$ cat src/rtl/fetch_stage_pkg.sv
// Shared pipeline definitions: fetch FSM encoding, canonical NOP and
// RISC-V register-field positions used by the fetch stage and hazard logic.
package fetch_stage_pkg;

  typedef enum logic [2:0] {
    BOOT  = 3'd0,
    ISSUE = 3'd1,
    WAIT  = 3'd2,
    HOLD  = 3'd3,
    DRAIN = 3'd4
  } fetch_state_e;

  // addi x0, x0, 0
  localparam logic [31:0] RV_NOP = 32'h0000_0013;

  localparam int REG_ADDR_W = 5;
  localparam int RS_LSB     = 15;
  localparam int RT_LSB     = 20;

endpackage

$ cat src/rtl/fetch_stage.sv
// Instruction fetch stage: single-outstanding imem requester feeding IF/ID.
// Optional performance counters enabled by defining FETCH_PERF_CNT_EN.
module fetch_stage
  import fetch_stage_pkg::*;
#(
  parameter logic [31:0] RESET_PC  = 32'h0000_0000,
  parameter logic [31:0] NOP_INSTR = RV_NOP
) (
  input  logic        clk,
  input  logic        rst,
  input  logic        pcWrite,
  input  logic        if_idWrite,
  input  logic        pipelineFlush,
  input  logic        branch_taken,
  input  logic [31:0] branch_target,
  output logic        imem_req,
  output logic [31:0] imem_addr,
  input  logic        imem_valid,
  input  logic [31:0] imem_rdata,
  output logic [31:0] IF_ID_pc,
  output logic [31:0] IF_ID_instr,
  output logic        IF_ID_valid,
  output logic [4:0]  IF_ID_rs,
  output logic [4:0]  IF_ID_rt
`ifdef FETCH_PERF_CNT_EN
  ,
  output logic [31:0] perf_stall_cycles,
  output logic [31:0] perf_flush_count
`endif
);

  function automatic logic [31:0] sat_inc(input logic [31:0] v);
    return (v == 32'hFFFF_FFFF) ? v : v + 32'd1;
  endfunction

  fetch_state_e state, state_nxt;
  logic [31:0]  pc;
  logic [31:0]  hold_instr_p0;
  logic [31:0]  deliver_word;
  logic         deliver;
  logic         capture;
  logic         pc_inc;
  logic         unused_tgt_lsbs;

  assign unused_tgt_lsbs = ^branch_target[1:0];
  assign imem_addr       = pc;
  assign deliver_word    = (state == HOLD) ? hold_instr_p0 : imem_rdata;
  assign IF_ID_rs        = IF_ID_instr[RS_LSB +: REG_ADDR_W];
  assign IF_ID_rt        = IF_ID_instr[RT_LSB +: REG_ADDR_W];

  always_ff @(posedge clk) begin
    if (rst) state <= BOOT;
    else     state <= state_nxt;
  end

  always_comb begin
    state_nxt = state;
    imem_req  = 1'b0;
    deliver   = 1'b0;
    capture   = 1'b0;
    pc_inc    = 1'b0;
    case (state)
      BOOT:  state_nxt = ISSUE;
      ISSUE: begin
        imem_req  = 1'b1;
        state_nxt = branch_taken ? DRAIN : WAIT;
      end
      WAIT: begin
        if (branch_taken) begin
          state_nxt = imem_valid ? ISSUE : DRAIN;
        end else if (imem_valid) begin
          if (if_idWrite) begin
            deliver   = 1'b1;
            pc_inc    = pcWrite;
            state_nxt = ISSUE;
          end else begin
            capture   = 1'b1;
            state_nxt = HOLD;
          end
        end
      end
      HOLD: begin
        if (branch_taken) begin
          state_nxt = ISSUE;
        end else if (if_idWrite) begin
          deliver   = 1'b1;
          pc_inc    = pcWrite;
          state_nxt = ISSUE;
        end
      end
      DRAIN: if (imem_valid) state_nxt = ISSUE;
      default: state_nxt = BOOT;
    endcase
    // never launch a request on a reset edge: the response would be orphaned
    if (rst) imem_req = 1'b0;
  end

  // ---- PC, hold buffer and IF/ID register ----
  always_ff @(posedge clk) begin
    if (rst) begin
      pc            <= {RESET_PC[31:2], 2'b00};
      hold_instr_p0 <= 32'h0;
      IF_ID_pc      <= 32'h0;
      IF_ID_instr   <= NOP_INSTR;
      IF_ID_valid   <= 1'b0;
    end else begin
      if (branch_taken)  pc <= {branch_target[31:2], 2'b00};
      else if (pc_inc)   pc <= pc + 32'd4;

      if (branch_taken)  hold_instr_p0 <= 32'h0;
      else if (capture)  hold_instr_p0 <= imem_rdata;

      if (branch_taken || pipelineFlush || (if_idWrite && !deliver)) begin
        IF_ID_pc    <= 32'h0;
        IF_ID_instr <= NOP_INSTR;
        IF_ID_valid <= 1'b0;
      end else if (deliver) begin
        IF_ID_pc    <= pc;
        IF_ID_instr <= deliver_word;
        IF_ID_valid <= 1'b1;
      end
    end
  end

`ifdef FETCH_PERF_CNT_EN
  // ---- performance counters ----
  always_ff @(posedge clk) begin
    if (rst) begin
      perf_stall_cycles <= 32'h0;
      perf_flush_count  <= 32'h0;
    end else begin
      if (!if_idWrite)                    perf_stall_cycles <= sat_inc(perf_stall_cycles);
      if (branch_taken || pipelineFlush)  perf_flush_count  <= sat_inc(perf_flush_count);
    end
  end
`endif

endmodule

$ cat config.mk
export PLATFORM = sky130hd
export DESIGN_NAME = fetch_stage
export DESIGN_NICKNAME = d
export VERILOG_FILES = /design/src/rtl/fetch_stage_pkg.sv /design/src/rtl/fetch_stage.sv
export SDC_FILE = /design/constraint.sdc
export NUM_CORES = 1
export LEC_CHECK = 0
export ABC_AREA = 1
export CAP_MARGIN = 20
export CORE_UTILIZATION = 45
export CTS_BUF_LIST = sky130_fd_sc_hd__clkbuf_8
export DETAILED_ROUTE_END_ITERATION = 12
export HOLD_SLACK_MARGIN = 0.05
export MAX_ROUTING_LAYER = met4
export PLACE_DENSITY = 0.77
export SLEW_MARGIN = 20
export SYNTH_ARGS = -nofsm -noshare
export SYNTH_HDL_FRONTEND = slang
export SYNTH_SLANG_ARGS = --single-unit
$ cat constraint.sdc
create_clock -name clk -period 1.8 [get_ports clk]
set_input_delay 0.18 -clock clk [delete_from_list [all_inputs] [get_ports clk]]
set_output_delay 0.18 -clock clk [all_outputs]
set_load 0.005 [all_outputs]
==> results of run 1 <==
state kept, by name, indices dropped and copies added (netlist names):
register / cells
IF_ID_valid: 1
imem_addr: 30
IF_ID_instr: 32
hold_instr_p0: 32
IF_ID_pc: 30
state: 3
cells by family after synthesis:
family                   after synthesis
AND/OR/NAND/NOR                      409
buffers and inverters                141
AO/OA/AOI/OAI                        226
other                                  1
flip-flops                           128
XOR/XNOR                               4
adder cells (fa/ha/maj)                1
routing by layer:
| layer | vias up | GRT usage [%] | share of wire (%) |
|---|---|---|---|
| met2 | 242 | 41.4 | 48 |
| met1 | 2865 | 33.4 | 44 |
| li1 | 3253 | - | - |
| met3 | 24 | 4.83 | 6.0 |
| met5 | - | - | 0 |
| met4 | 0 | 9.65 | 1.6 |
per-stage QoR:
| stage | std cells | hold slack, ns |
|---|---|---|
| after global placement | 1236 | 0.436 |
| after CTS | 1267 | 0.279 |
| after floorplan | 913 | 0.315 |
| after global routing | 1267 | 0.313 |
| after detailed placement | 1236 | 0.441 |
| final | 1267 | 0.312 |
layout make-up:
| cell class | instances | area [um^2] | share of cell area, % |
|---|---|---|---|
| multi-input cells | 644 | 2920 | 34.5 |
| flip-flops and latches | 128 | 2560 | 30.3 |
| repair buffers | 211 | 2090 | 24.7 |
| inverters | 77 | 292 | 3.45 |
| clock buffers | 19 | 262 | 3.09 |
| well taps | 176 | 220 | 2.60 |
| clock inverters | 12 | 119 | 1.40 |
power breakdown:
group / internal [mW] / switching [mW] / leakage (nW)
Sequential: 2.89 / 0.0834 / 1.04
Clock: 1.27 / 1.09 / 0.190
Combinational: 0.369 / 0.350 / 1.80
Total: 4.53 / 1.52 / 3.02
worst register-to-register path: stages, from the launching register on:
cell	delay [ns]
dfxtp_1	0.35
ha_1	0.24
inv_1	0.07
nor2_1	0.14
nand2_1	0.14
nor2_2	0.28
nand2_1	0.09
nand2_1	0.07
nand3_1	0.07
nand2_1	0.07
a21oi_1	0.05
final timing paths:
kind	start	to	slack (ns)	cells past startpoint
hold / removal	imem_rdata[10]	hold_instr_p0[10]$_SDFFE_PP0P_	0.31	3
hold reg to reg	hold_instr_p0[9]$_SDFFE_PP0P_	hold_instr_p0[9]$_SDFFE_PP0P_	0.45	2
setup / recovery	imem_addr[27]$_SDFFE_PP0P_	imem_addr[27]	0.07	1
setup reg to reg	imem_addr[3]$_SDFFE_PP0P_	imem_addr[26]$_SDFFE_PP0P_	0.12	10
what timing repair did:
item	CTS	global route
hold endpoints to repair	0	0
hold buffers	0	0
pin swaps	1	0
gates resized for setup	4	5
endpoints found under the setup margin	1	10
cells in the final DEF (no fill, tap or decap):
cell type	instances
xor2_1	3
nand3_4	1
a31oi_1	2
clkbuf_8	19
bufinv_16	2
ha_1	1
xnor2_1	1
dfxtp_2	2
nand4_1	2
clkdlybuf4s50_1	171
buf_12	6
nand3b_1	1
a21oi_1	141
and2_1	2
inv_2	5
o211ai_1	6
buf_4	33
nor2_4	3
o21ai_1	26
clkinvlp_4	4
nor2_2	5
nor3_1	6
nand3_2	2
nand3_1	47
nor4_1	1
dfxtp_1	126
nand2_2	4
dlygate4sd2_1	1
nor2_1	104
a21oi_4	1
inv_1	72
nand2_1	230
o21ai_0	50
clkinv_2	5
nor3b_1	1
inv_4	1
conb_1	4
==> metrics, run 1 <==
Starting Density 46.1%; syn avg cell area 6.71 um^2; GRT overflow 0; CP Launch Type flip-flop; Synth top area share 42.0%; CTS max path bufs 2; post-synthesis compound-gate area fraction 19.0%; Post-synth ARST share 0%; core area 13200 um^2; outcome complete, no violations; H-tree depth 4; worst-path cell chain clkdlybuf4s50_1; post-DP HPWL 12.5 mm; Crit path buffers/inverters 1; RSZ-0062 raised after global routing yes; Worst-path clk slew 0.07 ns; final core occ 63.9%; Synth Instances 910; fillers 1215; row count 42; VDD IR max 343 uV; # diodes 0; number of buffers created by CTS 17; die area 14000 um^2; EDFF count, synth 0; Netlist cell types 32; post-route cell area 8460 um^2; ys flop type dfxtp_1; Setup TNS Final 0 ns; CP required 1.62 ns; vias per inst 5.04; PnR worst setup slack 0.0727 ns; initial antenna violation count 0; Tmin final 1.73 ns; cell area power density 716 nW/um^2; Area after DPL 8060 um^2; Synth Area in Simple Gates 27.4%; synthesis-to-layout area growth 38.7%; crit-path max cell delay 0.58 ns; register area share after synthesis 42.0%; PortBufs 172; Total GRT Usage 26.2%; period utilization 96.0%; Synth Cell Area 6100 um^2; Synth area leaders dfxtp_1, nand2_1, a21oi_1; I/O Pins 179; most frequent cell after synthesis nand2_1; CTS sink cnt 128; most frequent cells after synthesis nand2_1, a21oi_1, dfxtp_1; fmax 579 MHz; largest net degree at the start of global routing 50; vias in the first global route 5626; Adder-Cell Fraction of Synth Area 0.205%; worst clock skew 0.00694 ns; Crit-path slowest cell clkdlybuf4s50_1; first-pass GRT wire length 28.1 mm; final WL 17.5 mm; Max Slew Vio Count 0; Hold Path Class input pin to flip-flop; Layout Nets 1151; Setup-failing EPs final 0; Yosys reg bits 128; DRC 0; XOR/XNOR share of the synthesized area 0.574%; Tot Pwr 6.05 mW; Worst-Skew Late Latency 0.44 ns; max cap viols 0; share of cells above drive strength 1 8.52%; CP Max Fanout 8; largest family of logic cells by synthesized area simple AND/OR/NAND/NOR gates; DR iter-0 viols 494; synthesis warning total 0; Routed Antenna Nets 0; Crit Path Category flip-flop to primary output; CTS tree done; Hold Vio Cnt, Final 0; root buf cell clkbuf_8; CP endpoint kind primary output; Vias 6384; die height 118 um; WL/cell 13.8 um; Place WS -0.0703 ns; gpl congestion 0.899; Leakage 3.02 nW; crit path DAT 1.55 ns; Die W 118 um; post-CTS setup buffer count 0; post-synthesis mux area share 0%; Crit path max-delay family buffers and inverters; Yosys top cell by area dfxtp_1; First-pass DRT Iterations 5
No activity file was read; power rests on OpenSTA's default activity.
==> run 2, diff against run 1 <==
- DONT_BUFFER_PORTS: not set -> 1
- PLACE_DENSITY: 0.77 -> not set
==> run 2 against run 1 <==
Clock skew is 0.0036 ns higher. Clock power up 3%. Hold slack lost 0.26 ns. Flip-flop and latch count unchanged. Critical path type is now flip-flop to flip-flop. Die area stayed put. Critical path depth increased by 6. Routed wire length rose by 1.1%. Power down 0.98%. Critical endpoint is now IF_ID_instr[16]$_SDFFE_PP0P_. Worst setup slack gained 0.095 ns. Utilization fell by 8.0 points.
==> metrics, run 2 (same netlist as run 1, synthesis figures left out) <==
die area 14000 um^2 (unchanged); vias per inst 5.25 (+4.1%); Vias 6080 (-4.8%); crit-path max cell delay 0.38 ns (-0.20 ns); GRT overflow 0 (unchanged); Hold Path Class input pin to flip-flop; CP Launch Type flip-flop; synthesis-to-layout area growth 21.2%; Hold Vio Cnt, Final 0 (unchanged); Tmin final 1.63 ns (-0.0952 ns); max cap viols 0 (unchanged); Total GRT Usage 26.6% (+0.43 points); WL/cell 15.3 um (+11%); Die W 118 um (unchanged); DR iter-0 viols 430 (-13%); row count 42 (unchanged); gpl congestion 0.933 (+3.7%); die height 118 um (unchanged); I/O Pins 179 (unchanged); VDD IR max 380 uV (+11%); worst-path cell chain inv_2 > nor2_4 > nand2_4 > nand2_1 > nand2_4 > buf_4 > a21oi_1; number of buffers created by CTS 17 (unchanged); First-pass DRT Iterations 5 (unchanged); vias in the first global route 5845 (+3.9%); root buf cell clkbuf_8; commonest cells after routing, fill and taps aside nand2_1, a21oi_1, dfxtp_1, nor2_1, inv_1; Setup-failing EPs final 0 (unchanged); core area 13200 um^2 (unchanged); cell mode on critical path nand2_4; first-pass GRT wire length 28.9 mm (+2.9%); crit path DAT 1.98 ns (+0.43 ns); post-DP HPWL 12.1 mm (-3.3%); Fin Hold WS 0.0522 ns (-0.260 ns); CP required 2.15 ns (+0.53 ns); Crit-path slowest cell dfxtp_1; fillers 1333 (+9.7%); R2R cell count 7 (-3); Starting Density 46.1% (unchanged); sequential cell area 2570 um^2 (about the same); post-route cell area 7400 um^2 (-13%); Crit path buffers/inverters 2 (+1); commonest non-fill, non-tap cell in the layout nand2_1; Crit path max-delay family simple AND/OR/NAND/NOR gates; Placed Instances 1063 (-14%); Post-Layout Cell Count 1159 (-8.5%); Hold Crit Depth 5 (+2); final WL 17.7 mm (+1.1%); Layout Nets 1042 (-9.5%); worst clock skew 0.0105 ns (+0.00360 ns); H-tree depth 4 (unchanged); Tot Pwr 5.99 mW (-0.98%); largest net degree at the start of global routing 57 (+14%); cell area power density 810 nW/um^2 (+13%); Worst-path clk slew 0.07 ns (about the same); CP endpoint kind flip-flop; PortBufs 0 (-100%); # diodes 0 (unchanged); Place WS 0.0631 ns (+0.133 ns); CTS max path bufs 2 (unchanged); initial antenna violation count 0 (unchanged); period utilization 90.7% (-5.3 points); Routed Antenna Nets 0 (unchanged); Worst-Skew Late Latency 0.44 ns (about the same); multi-input logic area 2930 um^2 (+0.51%); Worst-Margin Slew 0.999 ns; final core occ 55.9% (-8.0 points); CP Max Fanout 23 (+15); DRC 0 (unchanged); outcome complete, no violations; RSZ-0062 raised after global routing yes; PnR worst setup slack 0.168 ns (+0.0952 ns); Crit path depth 7 (+6); Rel. slew slack 33.2%; Regs by FF count IF_ID_instr (32), hold_instr_p0 (32); post-CTS setup buffer count 0 (unchanged); fmax 613 MHz (+5.8%); CTS tree done; CTS sink cnt 128 (unchanged); Crit Path Category flip-flop to flip-flop; Max Slew Vio Count 0 (unchanged); Leakage 2.69 nW (-11%); Area after DPL 6320 um^2 (-22%); share of cells above drive strength 1 9.77% (+1.2 points); Setup TNS Final 0 ns (unchanged)
-- run 2: area by class of cell --
class | count | area share, %
clock buffer | 23 | 4.28
clock inverter | 9 | 1.10
inverter | 77 | 3.94
multi-input combinational | 644 | 39.6
sequential | 128 | 34.7
tap | 176 | 2.98
timing repair buffer | 102 | 13.4
-- run 2: path summary, 6_finish.rpt --
check,startpoint,to,slack (ns)
hold reg to reg,hold_instr_p0[8]$_SDFFE_PP0P_,hold_instr_p0[8]$_SDFFE_PP0P_,0.45
hold / removal,branch_taken,imem_addr[10]$_SDFFE_PP0P_,0.05
setup / recovery,state[1]$_SDFFE_PP0P_,IF_ID_instr[16]$_SDFFE_PP0P_,0.17
setup reg to reg,state[1]$_SDFFE_PP0P_,IF_ID_instr[16]$_SDFFE_PP0P_,0.17
-- run 2: report_power, final --
part | switching, mW | internal, mW | total [mW]
Combinational | 0.346 | 0.266 | 0.612
Sequential | 0.0754 | 2.89 | 2.96
Clock | 1.11 | 1.31 | 2.42
Total | 1.54 | 4.46 | 5.99
-- run 2: metal layers --
metal	share of wire [%]	track usage, %	vias up
met3	6.0	5.36	31
met1	43	31.6	2787
met5	0	-	-
met4	2.5	11.9	0
li1	-	-	3048
met2	49	43.6	214
-- run 2: what timing repair did --
| item | CTS | global route |
|---|---|---|
| hold buffers | 64 | 0 |
| setup endpoints to repair | 0 | 50 |
| endpoints found under the hold margin | 97 | 0 |
| resized for setup | 0 | 14 |
-- run 2: worst register-to-register path, delay by kind of cell (launching register included) --
kind	cells	cell delay (ns)
buffers and inverters	2	0.36
AO/OA/AOI/OAI	1	0.18
flip-flops	1	0.38
AND/OR/NAND/NOR	4	0.64
==> run 3, diff against run 2 <==
- CORE_ASPECT_RATIO: not set -> 1.2
- MAX_ROUTING_LAYER: met4 -> not set
==> run 3 against run 2 <==
Combinational power shrank 0.8%. Largest power group unchanged. Critical path type unchanged. Sequential power barely moved. Hold slack better by 0.047 ns. Register-to-register slack worse by 0.06 ns. Die area about the same. Design area down 1.5%. Via count increased by 0.67%.
==> metrics, run 3 (same netlist as run 1, synthesis figures left out) <==
initial antenna violation count 0 (unchanged); Clock power frac 38.4% (-2.0 points); GRT overflow 0 (unchanged); Crit-path slowest cell dlygate4sd3_1; switching share of power 25.6% (about the same); VDD IR max 524 uV (+38%); period utilization 94.0% (+3.4 points); WL/cell 15.6 um (+2.0%); First-pass DRT Iterations 6 (+1); Total GRT Usage 25.8% (-0.77 points); Layout Nets 1040 (-0.19%); row count 46 (+9.5%); gpl congestion 0.926 (-0.78%); CP required 2.08 ns (-0.07 ns); Placed Instances 1050 (-1.2%); Hold Vio Cnt, Final 0 (unchanged); worst-path cell chain inv_2 > nand2_1 > nor2_2 > nand2_1 > nor2_1 > dlygate4sd3_1 > nor3b_1 > nor3_1; R2R cell count 8 (+1); Routed Antenna Nets 0 (unchanged); post-route cell area 7290 um^2 (-1.5%); CTS max path bufs 2 (unchanged); CP Launch Type flip-flop; Int Power 4.30 mW (-3.5%); FF-to-FF End state[1]$_SDFFE_PP0P_; CTS tree done; commonest non-fill, non-tap cell in the layout nand2_1; first-pass GRT wire length 28.0 mm (-3.2%); Crit path max-delay family buffers and inverters; max cap viols 0 (unchanged); fmax 591 MHz (-3.6%); register share of total power 51.2% (+1.8 points); post-DP HPWL 12.2 mm (+0.83%); I/O Pins 179 (unchanged); largest net degree at the start of global routing 61 (+7.0%); Tmin final 1.69 ns (+0.0606 ns); crit-path max cell delay 0.58 ns (+0.20 ns); CTS sink cnt 128 (unchanged); die height 130 um (+9.4%); cell mode on critical path nand2_1; CP endpoint kind flip-flop; fillers 1309 (-1.8%); PortBufs 0 (unchanged); RSZ-0062 raised after global routing yes; core area 13200 um^2 (about the same); Crit. Startpoint state[2]$_SDFFE_PP0P_; Hold Path Class input pin to flip-flop; die area 14000 um^2 (about the same); Crit Path Category flip-flop to flip-flop; root buf cell clkbuf_8; vias in the first global route 5856 (+0.19%); Worst-Margin Slew 0.967 ns (-0.0321 ns); setup slack, reg-to-reg 0.11 ns (-0.06 ns); worst clock skew 0.0114 ns (+0.000862 ns); commonest cells after routing, fill and taps aside nand2_1, a21oi_1, dfxtp_1, nor2_1, inv_1; Hold Crit Depth 3 (-2); multi-input logic area 2910 um^2 (-0.85%); Crit path depth 8 (+1); vias per inst 5.34 (+1.8%); reg2reg start state[2]$_SDFFE_PP0P_; DR iter-0 viols 458 (+6.5%); H-tree depth 4 (unchanged); Leakage 2.63 nW (-2.2%); outcome complete, no violations; Sw Pwr 1.48 mW (-3.4%); Area after DPL 6260 um^2 (-0.95%); post-CTS setup buffer count 0 (unchanged); crit path DAT 1.97 ns (about the same); share of cells above drive strength 1 8.08% (-1.7 points); Die W 108 um (-8.6%); Starting Density 46.1% (about the same); Regs by FF count IF_ID_instr (32), hold_instr_p0 (32); CP Max Fanout 3 (-87%); Post-Layout Cell Count 1146 (-1.1%); # diodes 0 (unchanged); Comb power frac 10.5% (+0.3 points); synthesis-to-layout area growth 19.4%; sequential cell area 2560 um^2 (-0.15%); cell area power density 794 nW/um^2 (-2.0%); Crit path buffers/inverters 2 (unchanged); Worst-Skew Late Latency 0.44 ns (about the same); Tot Pwr 5.78 mW (-3.5%); Worst-path clk slew 0.07 ns (about the same); Max Slew Vio Count 0 (unchanged); final WL 17.9 mm (+0.89%); crit path to state[1]$_SDFFE_PP0P_; worst hold start rst; Rel. slew slack 35.3% (+2.1 points); DRC 0 (unchanged); Setup-failing EPs final 0 (unchanged); number of buffers created by CTS 17 (unchanged); Vias 6121 (+0.67%)
run 3: power by group through the flow:
stage	registers [mW]	clock network (mW)	logic, mW
floorplan	3.02	0	0.327
global placement	3.02	0	0.444
detailed placement	3.02	0	0.458
CTS	2.96	2.29	0.597
global route	2.97	2.43	0.670
finish	2.96	2.22	0.607
run 3: worst min-delay path by stage:
stage	end
after detailed placement	imem_addr[31]$_SDFFE_PP0P_
after global placement	imem_addr[7]$_SDFFE_PP0P_
after global routing	imem_addr[10]$_SDFFE_PP0P_
after floorplan	hold_instr_p0[0]$_SDFFE_PP0P_
after CTS	imem_addr[16]$_SDFFE_PP0P_
final	imem_addr[11]$_SDFFE_PP0P_
run 3: final cells by class:
type / count / area share (%)
multi-input combinational: 644 / 39.9
sequential: 128 / 35.2
timing repair buffer: 100 / 13.3
inverter: 77 / 4.00
clock buffer: 20 / 3.78
tap: 168 / 2.89
clock inverter: 9 / 0.979
run 3: routing by layer:
metal / GRT usage (%) / up-vias / part of all wire [%]
met1: 28.5 / 2813 / 40
met3: 7.34 / 39 / 6.9
met2: 45.6 / 236 / 50
li1: - / 3033 / -
met4: 12.0 / 0 / 3.0
met5: 0 / - / 0
run 3: stage by stage:
step	setup TNS, ns	setup WS [ns]	hold slack (ns)	util, %
floorplan	0	0.280	0.315	-
global placement	0	0.224	0.257	47.3
detailed placement	0	0.127	0.261	47.3
CTS	0	0.102	0.0604	55.0
global route	-0.0278	-0.0275	0.0939	55.0
finish	0	0.107	0.0993	55.0
run 3: timing repair:
action | in CTS | in global routing
setup endpoints to repair | 0 | 8
hold buffers | 67 | 0
endpoints found under the hold margin | 96 | 0
resized for setup | 0 | 3
run 3: worst reg2reg max path, cell delays in order (launching register included):
cell           delay (ns)
dfxtp_2              0.37
inv_2                0.05
nand2_1              0.09
nor2_2               0.06
nand2_1              0.08
nor2_1               0.05
dlygate4sd3_1        0.58
nor3b_1              0.20
nor3_1               0.06
